## config.mk

```make
export PLATFORM = sky130hd
export DESIGN_NAME = updown_chain
export DESIGN_NICKNAME = d
export VERILOG_FILES = /design/src/rtl/counter_pkg.sv /design/src/rtl/counter_digit.sv /design/src/rtl/updown_chain.sv
export SDC_FILE = /design/constraint.sdc
export NUM_CORES = 1
export LEC_CHECK = 0
export CORE_MARGIN = 2
export CORE_UTILIZATION = 25
export DETAILED_ROUTE_END_ITERATION = 16
export GPL_TIMING_DRIVEN = 0
export PLACE_DENSITY = 0.52
export SETUP_SLACK_MARGIN = 0.02
export SYNTH_ARGS = -nofsm -noshare
export SYNTH_HDL_FRONTEND = slang
export SYNTH_HIERARCHICAL = 1
export SYNTH_SLANG_ARGS = --single-unit
```

## constraint.sdc

```tcl
create_clock -name CLK -period 4.6 [get_ports CLK]
set_input_delay 0.69 -clock CLK [delete_from_list [all_inputs] [get_ports CLK]]
set_output_delay 0.69 -clock CLK [all_outputs]
set_load 0.005 [all_outputs]
```

## src/rtl/counter_pkg.sv

```systemverilog
// Shared constants and helpers for the cascaded up/down counter.
// Latency: none (package only).
// Backpressure: none (package only).
package counter_pkg;

  // MODE encodings: wrap around at the bounds, or saturate and hold there.
  localparam logic MODE_WRAP = 1'b0;
  localparam logic MODE_SAT  = 1'b1;

  // Ceiling log2, used to size one digit; returns at least 1.
  function automatic int clog2(input int v);
    int r;
    r = 0;
    while ((1 << r) < v) r++;
    if (r == 0) r = 1;
    return r;
  endfunction

endpackage

```

## src/rtl/counter_digit.sv

```systemverilog
// One mod-MOD digit with up/down step, parallel load and bound flags.
// Latency: value updates one CLK after a step or load request.
// Backpressure: none; step/load are accepted on every edge.
module counter_digit #(
  parameter int MOD = 10,
  parameter int W   = 4
) (
  input  logic         CLK,
  input  logic         CLR,
  input  logic         up_en,
  input  logic         dn_en,
  input  logic         load,
  input  logic [W-1:0] load_val,
  output logic [W-1:0] value,
  output logic         at_max,
  output logic         at_zero
);

  localparam logic [W-1:0] MAXV = W'(MOD - 1);
  localparam logic [W:0]   MODV = (W + 1)'(MOD);

  logic [W-1:0] load_clamped;

  // Out-of-range load fields clamp to the largest legal digit value.
  assign load_clamped = ({1'b0, load_val} >= MODV) ? MAXV : load_val;
  assign at_max       = (value == MAXV);
  assign at_zero      = (value == '0);

  // Digit register: load wins, otherwise step up or down with wrap at the digit bounds.
  always_ff @(posedge CLK or posedge CLR) begin
    if (CLR) begin
      value <= '0;
    end else if (load) begin
      value <= load_clamped;
    end else if (up_en) begin
      value <= at_max ? '0 : value + W'(1);
    end else if (dn_en) begin
      value <= at_zero ? MAXV : value - W'(1);
    end
  end

endmodule

```

## src/rtl/updown_chain.sv

```systemverilog
// Cascade of DIGITS mod-MOD digits counting up/down with wrap or saturate bounds.
// Latency: Q, CARRY and BORROW update one CLK after the sampled request; ZERO follows Q.
// Backpressure: none; a request is acted on every cycle it is sampled.
module updown_chain
  import counter_pkg::*;
#(
  parameter  int MOD    = 10,
  parameter  int DIGITS = 4,
  localparam int W      = clog2(MOD)
) (
  input  logic                CLK,
  input  logic                CLR,
  input  logic                EN,
  input  logic                INC,
  input  logic                DEC,
  input  logic                LOAD,
  input  logic [DIGITS*W-1:0] D,
  input  logic                MODE,
  output logic [DIGITS*W-1:0] Q,
  output logic                CARRY,
  output logic                BORROW,
  output logic                ZERO
);

  logic [DIGITS-1:0] at_max;
  logic [DIGITS-1:0] at_zero;
  logic [DIGITS-1:0] up_en;
  logic [DIGITS-1:0] dn_en;
  logic              step_up;
  logic              step_dn;
  logic              all_max;
  logic              all_zero;
  logic              ovf;
  logic              udf;
  logic              sat;

  // Decode the request: load has priority, simultaneous INC and DEC cancel out.
  always_comb begin
    step_up  = 1'b0;
    step_dn  = 1'b0;
    if (!LOAD && EN && (INC != DEC)) begin
      step_up = INC;
      step_dn = DEC;
    end
    all_max  = &at_max;
    all_zero = &at_zero;
    sat      = (MODE == MODE_SAT);
    ovf      = step_up && all_max;
    udf      = step_dn && all_zero;
  end

  // Ripple: a digit steps only when every lower digit is at its bound; a saturating
  // overflow/underflow blocks the whole chain so Q holds.
  always_comb begin
    logic acc_up;
    logic acc_dn;
    up_en  = '0;
    dn_en  = '0;
    acc_up = step_up && !(ovf && sat);
    acc_dn = step_dn && !(udf && sat);
    for (int i = 0; i < DIGITS; i++) begin
      up_en[i] = acc_up;
      dn_en[i] = acc_dn;
      acc_up   = acc_up && at_max[i];
      acc_dn   = acc_dn && at_zero[i];
    end
  end

  for (genvar g = 0; g < DIGITS; g++) begin : g_digit
    counter_digit #(
      .MOD (MOD),
      .W   (W)
    ) u_digit (
      .CLK      (CLK),
      .CLR      (CLR),
      .up_en    (up_en[g]),
      .dn_en    (dn_en[g]),
      .load     (LOAD),
      .load_val (D[g*W +: W]),
      .value    (Q[g*W +: W]),
      .at_max   (at_max[g]),
      .at_zero  (at_zero[g])
    );
  end

  // Bound pulses: one cycle per overflow/underflow event, in both modes.
  always_ff @(posedge CLK or posedge CLR) begin
    if (CLR) begin
      CARRY  <= 1'b0;
      BORROW <= 1'b0;
    end else begin
      CARRY  <= ovf;
      BORROW <= udf;
    end
  end

  assign ZERO = all_zero;

endmodule

```

==> reports/summary.txt <==
outcome: finished, final reports clean
Total Power: 0.000483 W
clk_skew: 2.18 ps
H-Tree Depth: 1
final wirelength: 4.40 mm
RSZ-0062 raised after global routing: false
share of layout cells above drive strength 1: 6.84%
worst slack, placed: 929 ps
CP top delay family: compound AO/OA/AOI/OAI gates
Worst slew margin: 31.6%
yosys warns: 6
worst path required time: 4800 ps
post-DR vias/cell: 5.21
reg2reg end: g_digit[0].u_digit/value[2]$_DFFE_PP0P_
post-layout worst setup margin: 1200 ps
leak pwr: 0.757 nW
post-detailed-route DRC marker count: 0
critical-path cell list: clkdlybuf4s50_1 > nand4bb_4 > a211oi_1 > nor2_1 > a2111oi_2 > a221o_1
clk_lat worst skew: 260 ps
CP peak stage delay: 930 ps
Port Buffers: 41
Num CTS Buffers: 3
Yosys cell types: 33
worst hold stages: 4
Clk Tree Root Cell: clkbuf_8
Crit Path Class: input pin to flip-flop
fin. max-slew vios: 0
CTS resizes: 0
Finished Cell Area: 0.00216 sq mm
worst min path class: flip-flop to flip-flop
R2R cell count: 7
fin crit share: 73.9%
Synth Cell Area: 0.00160 sq mm
hold_sp: g_digit[3].u_digit/value[3]$_DFFE_PP0P_
R2R Setup Slk: 1630 ps
Post-DP HPWL: 3.34 mm
commonest non-fill, non-tap cell in the layout: clkdlybuf4s50_1
Tightest Pin Transition: 1020 ps
vias post-DR: 1620
largest net degree at the start of global routing: 27
diode count: 0
core area: 0.00628 sq mm
PwrDens: 224 mW/mm^2
fillers: 682
Final min period: 3400 ps
setup TNS: 0 ps
CP Data Arrival Time: 3600 ps
initial core utilization: 25.4%
most frequent cells in the layout: 41 x clkdlybuf4s50_1, 18 x dfrtp_1, 17 x inv_1
Crit. End Element: flip-flop
peak supply drop: 103 uV
die width: 83.9 microns
Slowest-stage cell, CP: clkdlybuf4s50_1
instance area after placement: 0.00210 sq mm
Avg WL per Cell: 14.2 microns
Worst setup SP type: input pin
die area: 0.00704 sq mm
Mapped Avg Cell Area: 8.45 sq um
drt first pass iters: 4
Seq/Total Area, Yosys: 28.2%
antenna violations before repair: 0
Levels on crit path: 6
Layout area overhead: 35.2%
Clock Path Buffers: 2
total gr overflow: 0
GP Congestion: 0.780
critical path buffer and inverter count: 1
Hold EP: BORROW$_DFF_PP0_
register bit total from synthesis: 18
post-synthesis cell count: 189
Sink Count: 18
Net Count, Synth: 212
final net count: 258
Hold-fix buffers, CTS: 0
clk slew on worst S/H paths: 80 ps
IO Pins: 42
crit-path max FO: 26
first-pass GRT wire length: 7.29 mm
Fmax achieved: 0.294 GHz
number of DRC markers in iteration 0: 41
CTS tree: done
vias in the first global route: 1521
Critical R2R Launch: g_digit[3].u_digit/value[0]$_DFFE_PP0P_
post-CTS setup buffer count: 0
Rows: 29
Post-DRT Antenna Nets: 0
setup violators final: 0
Final Hold Fails: 0
die height: 83.9 microns
GRT Total Usage: 12.5%
Max Cap Viol: 0
## worst register-to-register path, stage by stage (launching register included)
cell and delay [ps]:
dfrtp_1 410, buf_1 360, nor3b_1 510, and3_2 320
a31oi_1 240, or4b_1 560, a2111oi_2 360, a221o_1 160
## power breakdown
group	switching [W]	internal, W
Clock	0.0000619	0.0000763
Sequential	0.0000178	0.000171
Combinational	0.0000771	0.0000793
## flip-flops by register name (all words and copies together), names as in the netlist
register	flops
g_digit.u_digit/value	16
BORROW	1
CARRY	1
## synth_stat cells
cell	count	area share, %
a2111oi_4	1	1.7
a2111oi_2	4	3.8
buf_4	4	1.9
nor4_1	4	1.6
inv_1	17	4.0
nand2b_1	4	1.6
a221oi_1	4	2.2
a31oi_1	5	2.0
buf_1	4	0.94
mux2i_1	4	2.5
nor3_1	15	4.7
o2111ai_1	4	2.2
nor3b_1	4	1.9
a21boi_0	4	1.9
nor4b_1	4	2.2
clkbuf_1	4	0.94
a211oi_1	4	1.9
and4_1	1	0.55
or2b_1	4	1.9
and3_2	1	0.47
a21oi_1	1	0.31
nand2_1	15	3.5
dfrtp_1	18	28
nand4bb_4	2	3.4
o21a_1	4	1.9
o311a_1	4	2.5
nand3_1	5	1.6
o21ai_0	12	3.8
or4b_1	4	2.5
o31ai_1	4	1.9
a221o_1	4	2.5
nor2_1	12	2.8
xor2_1	8	4.4
## routing by layer
layer  GRT usage (%)  wire, microns  vias to the layer above
li1                -              -                      808
met1            16.4           2090                      779
met2            21.4           2140                       29
met3            1.78            138                        4
met4            3.81             32                        0
met5               0              0                        -
## per-stage QoR
stage,util [%],cells,hold slack [ps]
floorplan,-,189,431
global placement,33.5,307,697
detailed placement,33.5,307,697
CTS,34.4,311,713
global route,34.4,311,767
finish,34.4,311,709
## final cells by class
type / count / area, sq um / share of cell area (%)
sequential: 18 / 450 / 20.9
buffer: 12 / 60.1 / 2.78
timing repair buffer: 41 / 410 / 19.0
clock buffer: 4 / 55.1 / 2.55
tap: 77 / 96.3 / 4.46
inverter: 17 / 63.8 / 2.96
multi-input combinational: 142 / 1020 / 47.4
## how the worst max path moves through the flow
stage	startpoint	endpoint
after floorplan	g_digit[3].u_digit/value[3]$_DFFE_PP0P_	g_digit[0].u_digit/value[2]$_DFFE_PP0P_
after global placement	LOAD	g_digit[1].u_digit/value[2]$_DFFE_PP0P_
after global routing	LOAD	g_digit[1].u_digit/value[2]$_DFFE_PP0P_
after CTS	LOAD	g_digit[1].u_digit/value[2]$_DFFE_PP0P_
final	LOAD	g_digit[1].u_digit/value[2]$_DFFE_PP0P_
after detailed placement	LOAD	g_digit[1].u_digit/value[2]$_DFFE_PP0P_
## cells by family (layout without fill, tap and decap cells)
family	count (synthesis)	count (layout)	share of synthesized area [%]
and+or+nand+nor	75	75	28.7
AOI/OAI and AO/OA	55	55	28.4
buffers and inverters	29	74	7.76
DFF	18	18	28.2
xor gates and xnor gates	8	8	4.39
muxes	4	4	2.51
(Power assumes the default switching activity.)
